<file path="config.mk">
export PLATFORM = sky130hd
export DESIGN_NAME = rgb_led_sched
export DESIGN_NICKNAME = d
export VERILOG_FILES = /design/src/rtl/rgb_led_sched_pkg.sv /design/src/rtl/rgb_led_sched_rr_arbiter.sv /design/src/rtl/rgb_led_sched.sv
export SDC_FILE = /design/constraint.sdc
export NUM_CORES = 1
export LEC_CHECK = 0
export BUFFER_PORTS_ARGS = -buffer_cell sky130_fd_sc_hd__buf_2
export CORE_MARGIN = 2
export CORE_UTILIZATION = 58
export DETAILED_ROUTE_END_ITERATION = 8
export PLACE_DENSITY = 0.8
export SYNTH_ARGS = -nofsm -noshare
export SYNTH_HDL_FRONTEND = slang
export SYNTH_SLANG_ARGS = --single-unit
export TNS_END_PERCENT = 1
</file>
<file path="constraint.sdc">
create_clock -name clk -period 3.4 [get_ports clk]
set_clock_uncertainty 0.2 [all_clocks]
set_input_delay 0.17 -clock clk [delete_from_list [all_inputs] [get_ports clk]]
set_output_delay 0.17 -clock clk [all_outputs]
set_load 0.03 [all_outputs]
</file>
<file path="src/rtl/rgb_led_sched_pkg.sv">
// Shared encodings for the status-LED scheduler: FSM states and colour constants.
package rgb_led_sched_pkg;

  // Scheduler states; the encodings are fixed so they can be matched in debug captures.
  typedef enum logic [1:0] {
    StIdle   = 2'd0,
    StAccept = 2'd1,
    StShow   = 2'd2,
    StGap    = 2'd3
  } state_e;

  // Colours are packed {b,g,r}.
  localparam logic [2:0] ColOff   = 3'b000;
  localparam logic [2:0] ColRed   = 3'b001;
  localparam logic [2:0] ColGreen = 3'b010;
  localparam logic [2:0] ColBlue  = 3'b100;
  localparam logic [2:0] ColWhite = 3'b111;

  // Larger of two counts, used to size the shared hold/gap counter.
  function automatic int unsigned max_u(input int unsigned a, input int unsigned b);
    return (a > b) ? a : b;
  endfunction

endpackage

</file>
<file path="src/rtl/rgb_led_sched_rr_arbiter.sv">
// Combinational round-robin picker: first set request at or above the pointer, with wrap.
module rgb_led_sched_rr_arbiter #(
  parameter int unsigned N_REQ = 4,
  localparam int unsigned PtrW = $clog2(N_REQ)
) (
  input  logic [N_REQ-1:0] i_req,
  input  logic [PtrW-1:0]  i_ptr,
  output logic [N_REQ-1:0] o_grant,
  output logic [PtrW-1:0]  o_idx,
  output logic             o_valid
);

  int unsigned w_j;

  // Scan N_REQ positions starting at the pointer; the first hit wins.
  always_comb begin
    o_grant = '0;
    o_idx   = '0;
    o_valid = 1'b0;
    w_j     = 0;
    for (int unsigned k = 0; k < N_REQ; k++) begin
      w_j = 32'(i_ptr) + k;
      // Explicit wrap so non-power-of-two N_REQ never indexes past the vector.
      if (w_j >= N_REQ) w_j = w_j - N_REQ;
      if (!o_valid && i_req[w_j]) begin
        o_valid      = 1'b1;
        o_grant[w_j] = 1'b1;
        o_idx        = PtrW'(w_j);
      end
    end
  end

endmodule

</file>
<file path="src/rtl/rgb_led_sched.sv">
// Shares one RGB LED driver among N_REQ event sources: round-robin grant, timed
// display of the granted colour, a dark gap, then the next grant.
module rgb_led_sched
  import rgb_led_sched_pkg::*;
#(
  parameter int unsigned N_REQ      = 4,
  parameter int unsigned PWM_BITS   = 8,
  parameter int unsigned TICK_DIV   = 16000,
  parameter int unsigned HOLD_TICKS = 50,
  parameter int unsigned GAP_TICKS  = 20
) (
  input  logic                clk,
  input  logic                rst_n,
  input  logic [N_REQ-1:0]    req_valid,
  output logic [N_REQ-1:0]    req_ready,
  input  logic [3*N_REQ-1:0]  req_color,
  input  logic [PWM_BITS-1:0] duty,
  input  logic                idle_en,
  input  logic [2:0]          idle_color,
  output logic                pwm_r,
  output logic                pwm_g,
  output logic                pwm_b,
  output logic [N_REQ-1:0]    grant,
  output logic                busy
);

  localparam int unsigned PtrW  = $clog2(N_REQ);
  localparam int unsigned PresW = $clog2(TICK_DIV);
  // One counter serves both SHOW and GAP, so it is sized for the longer of the two.
  localparam int unsigned CntW  = $clog2(max_u(HOLD_TICKS, GAP_TICKS) + 1);

  state_e             r_state, w_state_d;
  logic [PresW-1:0]   r_presc;
  logic [PWM_BITS-1:0] r_pwm_cnt;
  logic [CntW-1:0]    r_cnt, w_cnt_d;
  logic [PtrW-1:0]    r_ptr, w_ptr_d;
  logic [PtrW-1:0]    r_sel, w_sel_d;
  logic [N_REQ-1:0]   r_sel_oh, w_sel_oh_d;
  logic [2:0]         r_color, w_color_d;
  logic [N_REQ-1:0]   r_grant, w_grant_d;
  logic [2:0]         r_pwm;
  logic [2:0]         w_disp;
  logic [N_REQ-1:0]   w_ready;
  logic               w_tick;
  logic               w_on;
  logic [N_REQ-1:0]   w_arb_oh;
  logic [PtrW-1:0]    w_arb_idx;
  logic               w_arb_valid;

  rgb_led_sched_rr_arbiter #(
    .N_REQ(N_REQ)
  ) u_arb (
    .i_req  (req_valid),
    .i_ptr  (r_ptr),
    .o_grant(w_arb_oh),
    .o_idx  (w_arb_idx),
    .o_valid(w_arb_valid)
  );

  assign w_tick = (r_presc == PresW'(TICK_DIV - 1));
  assign w_on   = (r_pwm_cnt < duty);

  // Free-running tick prescaler; deliberately not realigned on state changes.
  always_ff @(posedge clk or negedge rst_n) begin
    if (!rst_n)      r_presc <= '0;
    else if (w_tick) r_presc <= '0;
    else             r_presc <= r_presc + PresW'(1);
  end

  // Free-running PWM counter, wraps modulo 2^PWM_BITS.
  always_ff @(posedge clk or negedge rst_n) begin
    if (!rst_n) r_pwm_cnt <= '0;
    else        r_pwm_cnt <= r_pwm_cnt + PWM_BITS'(1);
  end

  // FSM and datapath state registers.
  always_ff @(posedge clk or negedge rst_n) begin
    if (!rst_n) begin
      r_state  <= StIdle;
      r_cnt    <= '0;
      r_ptr    <= '0;
      r_sel    <= '0;
      r_sel_oh <= '0;
      r_color  <= ColOff;
      r_grant  <= '0;
    end else begin
      r_state  <= w_state_d;
      r_cnt    <= w_cnt_d;
      r_ptr    <= w_ptr_d;
      r_sel    <= w_sel_d;
      r_sel_oh <= w_sel_oh_d;
      r_color  <= w_color_d;
      r_grant  <= w_grant_d;
    end
  end

  // Next-state, handshake and displayed-colour selection.
  always_comb begin
    w_state_d  = r_state;
    w_cnt_d    = r_cnt;
    w_ptr_d    = r_ptr;
    w_sel_d    = r_sel;
    w_sel_oh_d = r_sel_oh;
    w_color_d  = r_color;
    w_grant_d  = r_grant;
    w_ready    = '0;
    w_disp     = ColOff;
    unique case (r_state)
      StIdle: begin
        w_disp = idle_en ? idle_color : ColOff;
        if (w_arb_valid) begin
          w_state_d  = StAccept;
          w_sel_d    = w_arb_idx;
          w_sel_oh_d = w_arb_oh;
        end
      end
      StAccept: begin
        // Selection was made from valid sampled last cycle; a drop now is ignored.
        w_ready   = r_sel_oh;
        w_color_d = req_color[3*int'(r_sel) +: 3];
        w_grant_d = r_sel_oh;
        w_ptr_d   = (r_sel == PtrW'(N_REQ - 1)) ? '0 : r_sel + PtrW'(1);
        w_cnt_d   = '0;
        w_state_d = StShow;
      end
      StShow: begin
        w_disp = r_color;
        if (w_tick) begin
          if (r_cnt == CntW'(HOLD_TICKS - 1)) begin
            w_cnt_d   = '0;
            w_state_d = StGap;
          end else begin
            w_cnt_d = r_cnt + CntW'(1);
          end
        end
      end
      StGap: begin
        if (w_tick) begin
          if (r_cnt == CntW'(GAP_TICKS - 1)) begin
            w_cnt_d   = '0;
            w_grant_d = '0;
            // Pending requests go straight to ACCEPT without an IDLE cycle.
            if (w_arb_valid) begin
              w_state_d  = StAccept;
              w_sel_d    = w_arb_idx;
              w_sel_oh_d = w_arb_oh;
            end else begin
              w_state_d = StIdle;
            end
          end else begin
            w_cnt_d = r_cnt + CntW'(1);
          end
        end
      end
      default: ;
    endcase
  end

  // Registered PWM outputs so the driver never sees combinational glitches.
  always_ff @(posedge clk or negedge rst_n) begin
    if (!rst_n) r_pwm <= '0;
    else        r_pwm <= w_disp & {3{w_on}};
  end

  assign pwm_r     = r_pwm[0];
  assign pwm_g     = r_pwm[1];
  assign pwm_b     = r_pwm[2];
  assign grant     = r_grant;
  assign req_ready = w_ready;
  assign busy      = (r_state != StIdle);

endmodule

</file>
## Word level (Yosys, flattened, before mapping)

Index checks and enable logic that the tools add are counted.

- Register bits: 48
- Logic and storage cells: 131
- Output and inout bits: 12

- Reduce and logical (&&, ||, !) cells: 19
- Shifts and indexed selects: 1
- Bitwise gates (word level): 4
- Equal/unequal tests: 12
- Muxes and demuxes: 60
- $lt $le $gt $ge: 13
- Multipliers: 1
- Add/subtract/negate cells: 11

Operator list:

| kind | count |
|---|---|
| $ge A32 B1 Y1 const B | 4 |
| $lt A32 B3 Y1 const B | 4 |
| $mux W32 | 4 |
| $ge A32 B3 Y1 const B | 3 |
| $sub A32 B3 Y32 const B | 3 |
| $mux W4 | 10 |
| $mux W2 | 13 |
| $mux W6 | 4 |
| $pmux W6 S3 | 1 |
| $pmux W4 S2 | 2 |
| $add A14 B1 Y14 const B | 1 |
| $eq A14 B14 Y1 const B | 1 |
| $mux W14 | 1 |
| $mux W1 | 13 |
| $or A4 B4 Y4 | 3 |
| $shiftx A12 B5 Y3 | 1 |
| $reduce_and A3 Y1 | 3 |
| $add A8 B1 Y8 const B | 1 |
| $bmux W1 S2 | 4 |
| $demux W1 S2 | 4 |
| $lt A8 B8 Y1 | 1 |
| $ne A2 B2 Y1 const B | 4 |
| $pmux W2 S4 | 1 |
| $logic_and A1 B1 Y1 | 7 |
| other kinds (21) | 28 |

## Logic depth before layout (Yosys ltp)

Gate-level depths: netlist of the first run.

- Word-level depth: 18
- Depth in mapped cells: 9

## Cells and area by module

Synthesis of the first run repeated with hierarchy kept, for this count alone.

- Cells, all modules: 270
- Area total of the unflattened synthesis: 2956.6 µm²

Modules (own cells, without submodules):

| module | area each (µm²) | cells each | times used | sequential area each (µm²) |
|---|---|---|---|---|
| rgb_led_sched | 2497.4 | 222 | 1 | 1201.2 |
| rgb_led_sched_rr_arbiter | 459.2 | 48 | 1 | 0.0 |

## Least setup slack after synthesis of the first run

Ideal clock, no wire load.

- Kind: flip-flop to flip-flop
- Start: register r_ptr[0]
- End: register r_state[0]
- Library setup time: 0.124 ns
- Data required time: 3.076 ns
- Cell stages (with the launch flop): 10
- Period minus slack after synthesis: 2.824 ns
- Slack: 0.576 ns
- Arrival time: 2.500 ns
- Cell sequence: dfrtp_1 -> buf_2 -> inv_1 -> ha_1 -> clkbuf_1 -> mux4_2 -> nor4_4 -> nor2b_1 -> o21a_1 -> a211o_1

- Longest elaborated chain between the ends: 18
- Elaborated cells between the ends (all ways): 39

Ends and longest elaborated chain:

| what | line | RTL |
|---|---|---|
| from (decl) | rgb_led_sched.sv:36 | `logic [PtrW-1:0] r_ptr, w_ptr_d;` |
| from (signal assigned) | rgb_led_sched.sv:89 | `r_ptr <= w_ptr_d;` |
| branches (longest 13 deep; another with $sub A32 B3 Y32) | n/a |  |
| $mux W1 (*) | rgb_led_sched_rr_arbiter.sv:25 | `if (!o_valid && i_req[w_j]) begin` |
| $mux W1 | rgb_led_sched.sv:143 | `if (w_arb_valid) begin` |
| $mux W2 | rgb_led_sched.sv:139 | `if (r_cnt == CntW'(GAP_TICKS - 1)) begin` |
| $mux W2 | rgb_led_sched.sv:138 | `if (w_tick) begin` |
| $pmux W2 S4 | rgb_led_sched.sv:108 | `unique case (r_state)` |
| to (signal assigned) | rgb_led_sched.sv:79 | `r_state <= StIdle;` |
| to (signal assigned) | rgb_led_sched.sv:87 | `r_state <= w_state_d;` |
| to (decl) | rgb_led_sched.sv:32 | `state_e r_state, w_state_d;` |

Mark *: on every way between the ends. The select of a mux whose other input is x is not followed.
A chain may end at the register's enable or synchronous reset.

## Worst setup path after layout of the first run

Same ends and word-level chain as after synthesis.

==> results of run 1 <==
## flip-flops by register name, summed over array words and instances, names as in the netlist
| name | flops |
|---|---|
| r_pwm | 3 |
| r_state | 2 |
| grant | 4 |
| r_sel | 2 |
| r_pwm_cnt | 8 |
| r_color | 3 |
| r_cnt | 6 |
| r_sel_oh | 4 |
| r_presc | 14 |
| r_ptr | 2 |
## critical path, stage by stage, from the launching register on
cell and delay [ns]:
dfrtp_1 0.38, inv_1 0.16, ha_1 0.51, mux4_2 0.41, nor4_4 0.40, nor2b_1 0.11
o21a_1 0.18, a211o_1 0.22
## layer usage
metal,GRT usage [%],vias up,routed length (um)
li1,-,1211,-
met1,31.6,1220,2880
met4,5.89,0,72
met3,4.82,11,398
met5,0,-,0
met2,38.4,88,3060
## power by group
part / total (mW) / leakage, nW / switching, mW / internal, mW
logic: 1.34 / 0.946 / 0.781 / 0.564
registers: 0.812 / 0.608 / 0.113 / 0.699
clock network: 0.420 / 0.0583 / 0.198 / 0.222
total: 2.58 / 1.61 / 1.09 / 1.48
## through the flow
| stage | util [%] | hold WS [ns] | worst slack [ns] |
|---|---|---|---|
| after floorplan | - | -0.326 | 0.576 |
| after global placement | 65.5 | 0.209 | 0.910 |
| after detailed placement | 65.5 | 0.220 | 0.815 |
| after CTS | 67.9 | 0.0453 | 0.792 |
| after global routing | 67.9 | 0.0574 | 0.569 |
| final | 67.9 | 0.0415 | 0.738 |
## cell type report
type | instances | area share, %
Multi-Input combinational cell | 234 | 51.4
Clock buffer | 5 | 1.97
Clock inverter | 3 | 1.36
Sequential cell | 48 | 34.4
Timing Repair Buffer | 44 | 6.59
Inverter | 16 | 1.72
Tap cell | 70 | 2.51
## final timing paths
check / from / cells past startpoint / slack (ns) / to
worst max-delay path: r_ptr[0] / 7 / 0.74 / r_state[0]
worst min-delay path: idle_color[2] / 3 / 0.04 / r_pwm[2]
worst max register to register: r_ptr[0] / 7 / 0.74 / r_state[0]
worst min register to register: r_pwm_cnt[0] / 1 / 0.30 / r_pwm_cnt[0]
max in group asynchronous: rst_n / 2 / 1.95 / r_ptr[0]
min in group asynchronous: rst_n / 2 / 0.39 / r_presc[4]
## cell families (layout without fill, tap and decap cells)
family | count (synthesis) | in the layout | share of synthesized area, %
xor gates and xnor gates | 15 | 15 | 4.24
muxes | 27 | 27 | 12.1
DFF | 48 | 48 | 38.8
buffers and inverters | 25 | 68 | 3.19
and+or+nand+nor | 94 | 94 | 16.5
AOI/OAI and AO/OA | 74 | 74 | 15.5
adders and majority gates | 24 | 24 | 9.70
## synth_stat cells, drive strengths merged (8+ instances only)
cell and n:
inv 16, a21oi 11, o22ai 8, mux2 13
ha 24, xnor2 8, o21ai 22, nand2 22
nor2 21, dfrtp 48, nand2b 11
## timing repair
action                     in CTS  in global routing
hold buffers                    1                  0
hold endpoints to repair       48                  0
resized for setup               0                  0
setup endpoints to repair       0                  0
==> Implementation_results.wiki, run 1 <==
{| class="wikitable"
! Metric !! Value
|-
| Clock root cell || clkbuf_8
|-
| Startpoint type of the worst setup path || flop
|-
| Via/cell ratio || 6.02
|-
| TritonCTS Buffers || 5
|-
| Setup repair after global routing missed its margin || false
|-
| Placement Rows || 26
|-
| Most frequent standard cell in the layout excluding fill and tap cells || dfrtp_1
|-
| Iteration-0 DRC Markers || 128
|-
| Number of buffers inserted by port buffering || 41
|-
| Detailed-placement wirelength estimate || 4.69 mm
|-
| Critical Path End Type || flop
|-
| First-pass iteration count of the detailed router || 4
|-
| Initial antenna violation count || 0
|-
| Clock tree buffer depth || 2
|-
| Critical Path RT || 3.39 ns
|-
| Number of distinct library cells after synthesis || 43
|-
| Largest cells by area after synthesis || dfrtp_1 39%, ha_1 9.7%, mux4_2 5.1%
|-
| Flip-flop and latch area || 1200 sq um
|-
| Worst Path Arrival || 2.65 ns
|-
| Aggregate global routing overflow || 0
|-
| Syn nets || 361
|-
| Starting Density || 60.2%
|-
| Largest net degree at the start of global routing || 49
|-
| Number of fillers in the final layout || around 430
|-
| Top-Level Pins || 42
|-
| Mean area per synthesized cell || 10.1 sq um
|-
| Total of warnings raised by yosys || 0
|-
| Die area || between 5000 and 6000 sq um
|-
| Share of post-route cells with drive strength above 1 || a little over a fifth
|-
| Die height || 77.1 um
|-
| Floorplan die width || about 77 um
|-
| H-Tree Depth || 2
|-
| Placement-stage cell area || ~3400 sq um
|-
| Max-Cap Viols || 0
|-
| Number of nets at the end of the flow || 403
|-
| DP Cell Count || ~400
|-
| Area growth, synth to finish || 12.8%
|-
| Post-synth EDFFs || 0
|-
| CORE AREA || 5140 sq um
|-
| Clock tree from TritonCTS || built
|-
| Run status || finished, final reports clean
|-
| Wire per inst || ~15 um
|-
| Power, Total || 2.58 mW
|-
| Clk_lat worst skew || 0.30 ns
|-
| Leakage Power || 1.61 nW
|-
| Clock-pin slew on the worst setup and hold paths || 0.10 ns
|-
| Post-synth top area share || around 39%
|-
| Cell area after synthesis || 3100 sq um
|-
| Cells after Synth || 307
|-
| Number of register bits inferred by synthesis || 48
|-
| Crit Path Class || reg2reg
|-
| Total vias in the final route || 2,530
|-
| Setup TNS || 0 ns
|-
| Global placement routability congestion || roughly 0.83
|-
| Sink Count || 48
|-
| Time the worst path needs with I/O delays and setup || 2.66 ns
|-
| Setup Fix Bufs, Post-CTS || 0
|-
| Largest vdd supply drop || ~0.00059 V
|-
| GR Util All Layers || 23.3%
|-
| Wire length of the first global-routing pass || 11.2 mm
|-
| Highest clock rate || between 300 and 400 MHz
|-
| Number of antenna cells inserted || 0
|-
| Leading register cell type out of synthesis || dfrtp_1
|-
| Cell type with the largest total area after synthesis || dfrtp_1
|-
| Non-filler cells in the finished layout || 420
|-
| Pwr dens || 738 nW/um^2
|-
| Area taken by multi-input logic gates || 1800 sq um
|-
| Final period util || 78.3%
|-
| Final-report setup violation count || 0
|-
| Share of synthesized registers carrying an async set or reset || 100%
|-
| Post-route cell area || 3490 sq um
|-
| Proportion of synthesized chip area in sequential cells || 38.8%
|-
| Hold Path Class || in2reg
|-
| Crit path max fanout || 8
|-
| Vias in the first global route || 2,473
|-
| Final hold viol count || 0
|-
| Antenna-violating nets left || 0
|-
| Detailed-route wire length || between 6 and 7 mm
|-
| Count of pins over their slew limit || 0
|-
| Number of design rule violations left after detail routing || 0
|-
| Commonest cells after routing, fill and taps aside || 48 x dfrtp_1, 41 x buf_2, 24 x ha_1
|-
| Worst slew margin relative to its limit || 29.2%
|-
| Measured slew at the worst slew-check pin || 1.06 ns
|}
Note: power is estimated with default switching activity, not from simulation.
==> run 2, diff against run 1 <==
==> constraint.sdc (replaced) <==
create_clock -name clk -period 2.7 [get_ports clk]
set_clock_uncertainty 0.2 [all_clocks]
set_input_delay 0.135 -clock clk [delete_from_list [all_inputs] [get_ports clk]]
set_output_delay 0.135 -clock clk [all_outputs]
set_load 0.03 [all_outputs]
==> Implementation_results.wiki, run 2 (synthesized netlist as in run 1, its figures left out) <==
{| class="wikitable"
! Metric !! Value
|-
| Clock tree from TritonCTS || built
|-
| Die height || 77.1 um (unchanged)
|-
| Run status || finished, final reports clean
|-
| Highest clock rate || 398 MHz (+5.9%)
|-
| Critical Path RT || 2.70 ns (-0.69 ns)
|-
| Largest net degree at the start of global routing || 24 (-51%)
|-
| Number of design rule violations left after detail routing || 0 (unchanged)
|-
| Max-Cap Viols || 0 (unchanged)
|-
| Final period util || 93.1% (+15 points)
|-
| Clock-pin slew on the worst setup and hold paths || 0.09 ns (about the same)
|-
| Post-route cell area || 3520 sq um (+0.93%)
|-
| First-pass iteration count of the detailed router || 4 (unchanged)
|-
| Capture point of the worst reg-to-reg path || r_sel_oh[3]
|-
| Antenna-violating nets left || 0 (unchanged)
|-
| Initial antenna violation count || 0 (unchanged)
|-
| Vias in the first global route || 2,397 (-3.1%)
|-
| Largest vdd supply drop || 0.000713 V (+22%)
|-
| Startpoint type of the worst setup path || flop
|-
| R2R cell count || 7 (unchanged)
|-
| Critical Path Slowest Stage Cell || mux2i_1
|-
| Die area || 5940 sq um (unchanged)
|-
| Area growth, synth to finish || 13.8%
|-
| Pwr dens || 909 nW/um^2 (+23%)
|-
| Final hold viol count || 0 (unchanged)
|-
| Aggregate global routing overflow || 0 (unchanged)
|-
| Count of pins over their slew limit || 0 (unchanged)
|-
| Registers with the most flip-flops || r_presc (14), r_pwm_cnt (8), r_cnt (6)
|-
| Setup repair after global routing missed its margin || false
|-
| Number of antenna cells inserted || 0 (unchanged)
|-
| Max reg flops || 14 (unchanged)
|-
| Most frequent standard cell in the layout excluding fill and tap cells || dfrtp_1
|-
| TritonCTS Buffers || 5 (unchanged)
|-
| Share of post-route cells with drive strength above 1 || 22.7% (+1.5 points)
|-
| Wire per inst || 15.4 um (+0.86%)
|-
| Placement Rows || 26 (unchanged)
|-
| Starting Density || 60.2% (unchanged)
|-
| Cts-stage hold buffer count || 1 (unchanged)
|-
| Number of nets at the end of the flow || 410 (+1.7%)
|-
| Measured slew at the worst slew-check pin || 0.562 ns (-0.501 ns)
|-
| Leakage Power || 1.64 nW (+1.7%)
|-
| Top-Level Pins || 42 (unchanged)
|-
| Via/cell ratio || 5.85 (-2.9%)
|-
| Setup Fix Bufs, Post-CTS || 0 (unchanged)
|-
| Least setup slack across all paths after layout || 0.186 ns (-0.552 ns)
|-
| Wire length of the first global-routing pass || 11.3 mm (+0.79%)
|-
| Pre-CTS worst setup slack || 0.235 ns (-0.580 ns)
|-
| GR Util All Layers || 23.7% (+0.42 points)
|-
| CP Depth || 7 (unchanged)
|-
| Crit Path Class || reg2reg
|-
| Commonest cells after routing, fill and taps aside || 48 x dfrtp_1, 41 x buf_2, 24 x ha_1
|-
| Global placement routability congestion || 0.881 (+5.7%)
|-
| Detailed-placement wirelength estimate || 5.01 mm (+6.8%)
|-
| Time the worst path needs with I/O delays and setup || 2.51 ns (-0.148 ns)
|-
| Hold Path Class || in2reg
|-
| CORE AREA || 5140 sq um (unchanged)
|-
| Clk_lat worst skew || 0.31 ns (about the same)
|-
| Worst hold slack || 0.00969 ns (-0.0318 ns)
|-
| Endpoint of the worst hold path || r_pwm[2]
|-
| Crit path max fanout || 8 (unchanged)
|-
| Largest register by flop count || r_presc
|-
| Final-report setup violation count || 0 (unchanged)
|-
| Number of buffers inserted by port buffering || 41 (unchanged)
|-
| Detailed-route wire length || 6.58 mm (+2.5%)
|-
| Placement-stage cell area || 3420 sq um (+1.6%)
|-
| Highest cell delay on the worst timing path || 0.47 ns (-0.04 ns)
|-
| Floorplan die width || 77.1 um (unchanged)
|-
| Total vias in the final route || 2,498 (-1.3%)
|-
| Clock tree buffer depth || 2 (unchanged)
|-
| Clock root cell || clkbuf_8
|-
| Sink Count || 48 (unchanged)
|-
| Series of cell instances along the critical path || inv_1 > ha_1 > mux2i_1 > o22ai_1 > a211oi_1 > o2bb2ai_1 > mux2_2
|-
| Critical Path End Type || flop
|-
| Post-cts repair resize count || 0 (unchanged)
|-
| H-Tree Depth || 2 (unchanged)
|-
| Setup TNS || 0 ns (unchanged)
|-
| Crit path max-delay family || multiplexers
|-
| Iteration-0 DRC Markers || 162 (+27%)
|-
| Register-to-register setup slack || 0.19 ns (-0.55 ns)
|-
| Worst hold path stage count || 3 (unchanged)
|-
| Hold path startpoint || idle_color[2]
|-
| Buffers & Inverters on Critical Path || 1 (unchanged)
|-
| Worst Path Arrival || 2.52 ns (-0.13 ns)
|-
| Worst slew margin relative to its limit || 61.5% (+32 points)
|-
| Worst R2R Start || r_ptr[1]
|}
==> run 2: changes by cell type in the layout (fill, tap and decap cells not counted) <==
cell,before,now
clkinv_2,0,1
bufinv_16,1,0
buf_4,2,9
clkbuf_8,5,6
clkinv_4,2,0
inv_6,0,1
==> run 2: final cells by class <==
| cell class | instances | area [sq um] |
|---|---|---|
| Multi-Input combinational cell | 234 | 1800 |
| Clock inverter | 2 | 13.8 |
| Inverter | 16 | 60.1 |
| Timing Repair Buffer | 51 | 283 |
| Sequential cell | 48 | 1200 |
| Tap cell | 70 | 87.6 |
| Clock buffer | 6 | 82.6 |
| Fill cell | 442 | 1620 |
==> run 2: power breakdown <==
| part | internal (mW) | switching [mW] | leakage, nW | total, mW |
|---|---|---|---|---|
| combinational | 0.746 | 0.982 | 0.980 | 1.73 |
| sequential | 0.879 | 0.132 | 0.608 | 1.01 |
| clock | 0.210 | 0.252 | 0.0516 | 0.462 |
| total | 1.84 | 1.37 | 1.64 | 3.20 |
==> run 2: worst register-to-register path, stage by stage (launching register included) <==
cell and delay [ns]:
dfrtp_1 0.35, inv_1 0.09, ha_1 0.46, mux2i_1 0.47
o22ai_1 0.17, a211oi_1 0.29, o2bb2ai_1 0.12, mux2_2 0.27
==> run 2: layer usage <==
metal / global-route usage, % / vias up / part of all wire (%)
met5: 0 / - / 0
met4: 5.89 / 0 / 0.93
met3: 4.35 / 7 / 5.3
met2: 37.6 / 67 / 47
met1: 34.0 / 1213 / 47
li1: - / 1211 / -
==> run 2: how the worst max path moves through the flow <==
stage,start,endpoint,slack [ns]
CTS,r_ptr[1],r_state[0],0.22
floorplan,r_ptr[0],r_state[0],0.0006
finish,r_ptr[1],r_sel_oh[3],0.19
detailed placement,r_ptr[1],r_sel_oh[3],0.23
global placement,r_ptr[1],r_sel_oh[3],0.22
global route,r_ptr[1],r_sel_oh[0],0.04
==> run 2: metrics by stage <==
step	util [%]	instances	total power, mW
floorplan	-	307	2.30
global placement	66.5	418	2.70
detailed placement	66.5	418	2.74
CTS	68.5	427	3.21
global route	68.5	427	3.45
finish	68.5	427	3.20
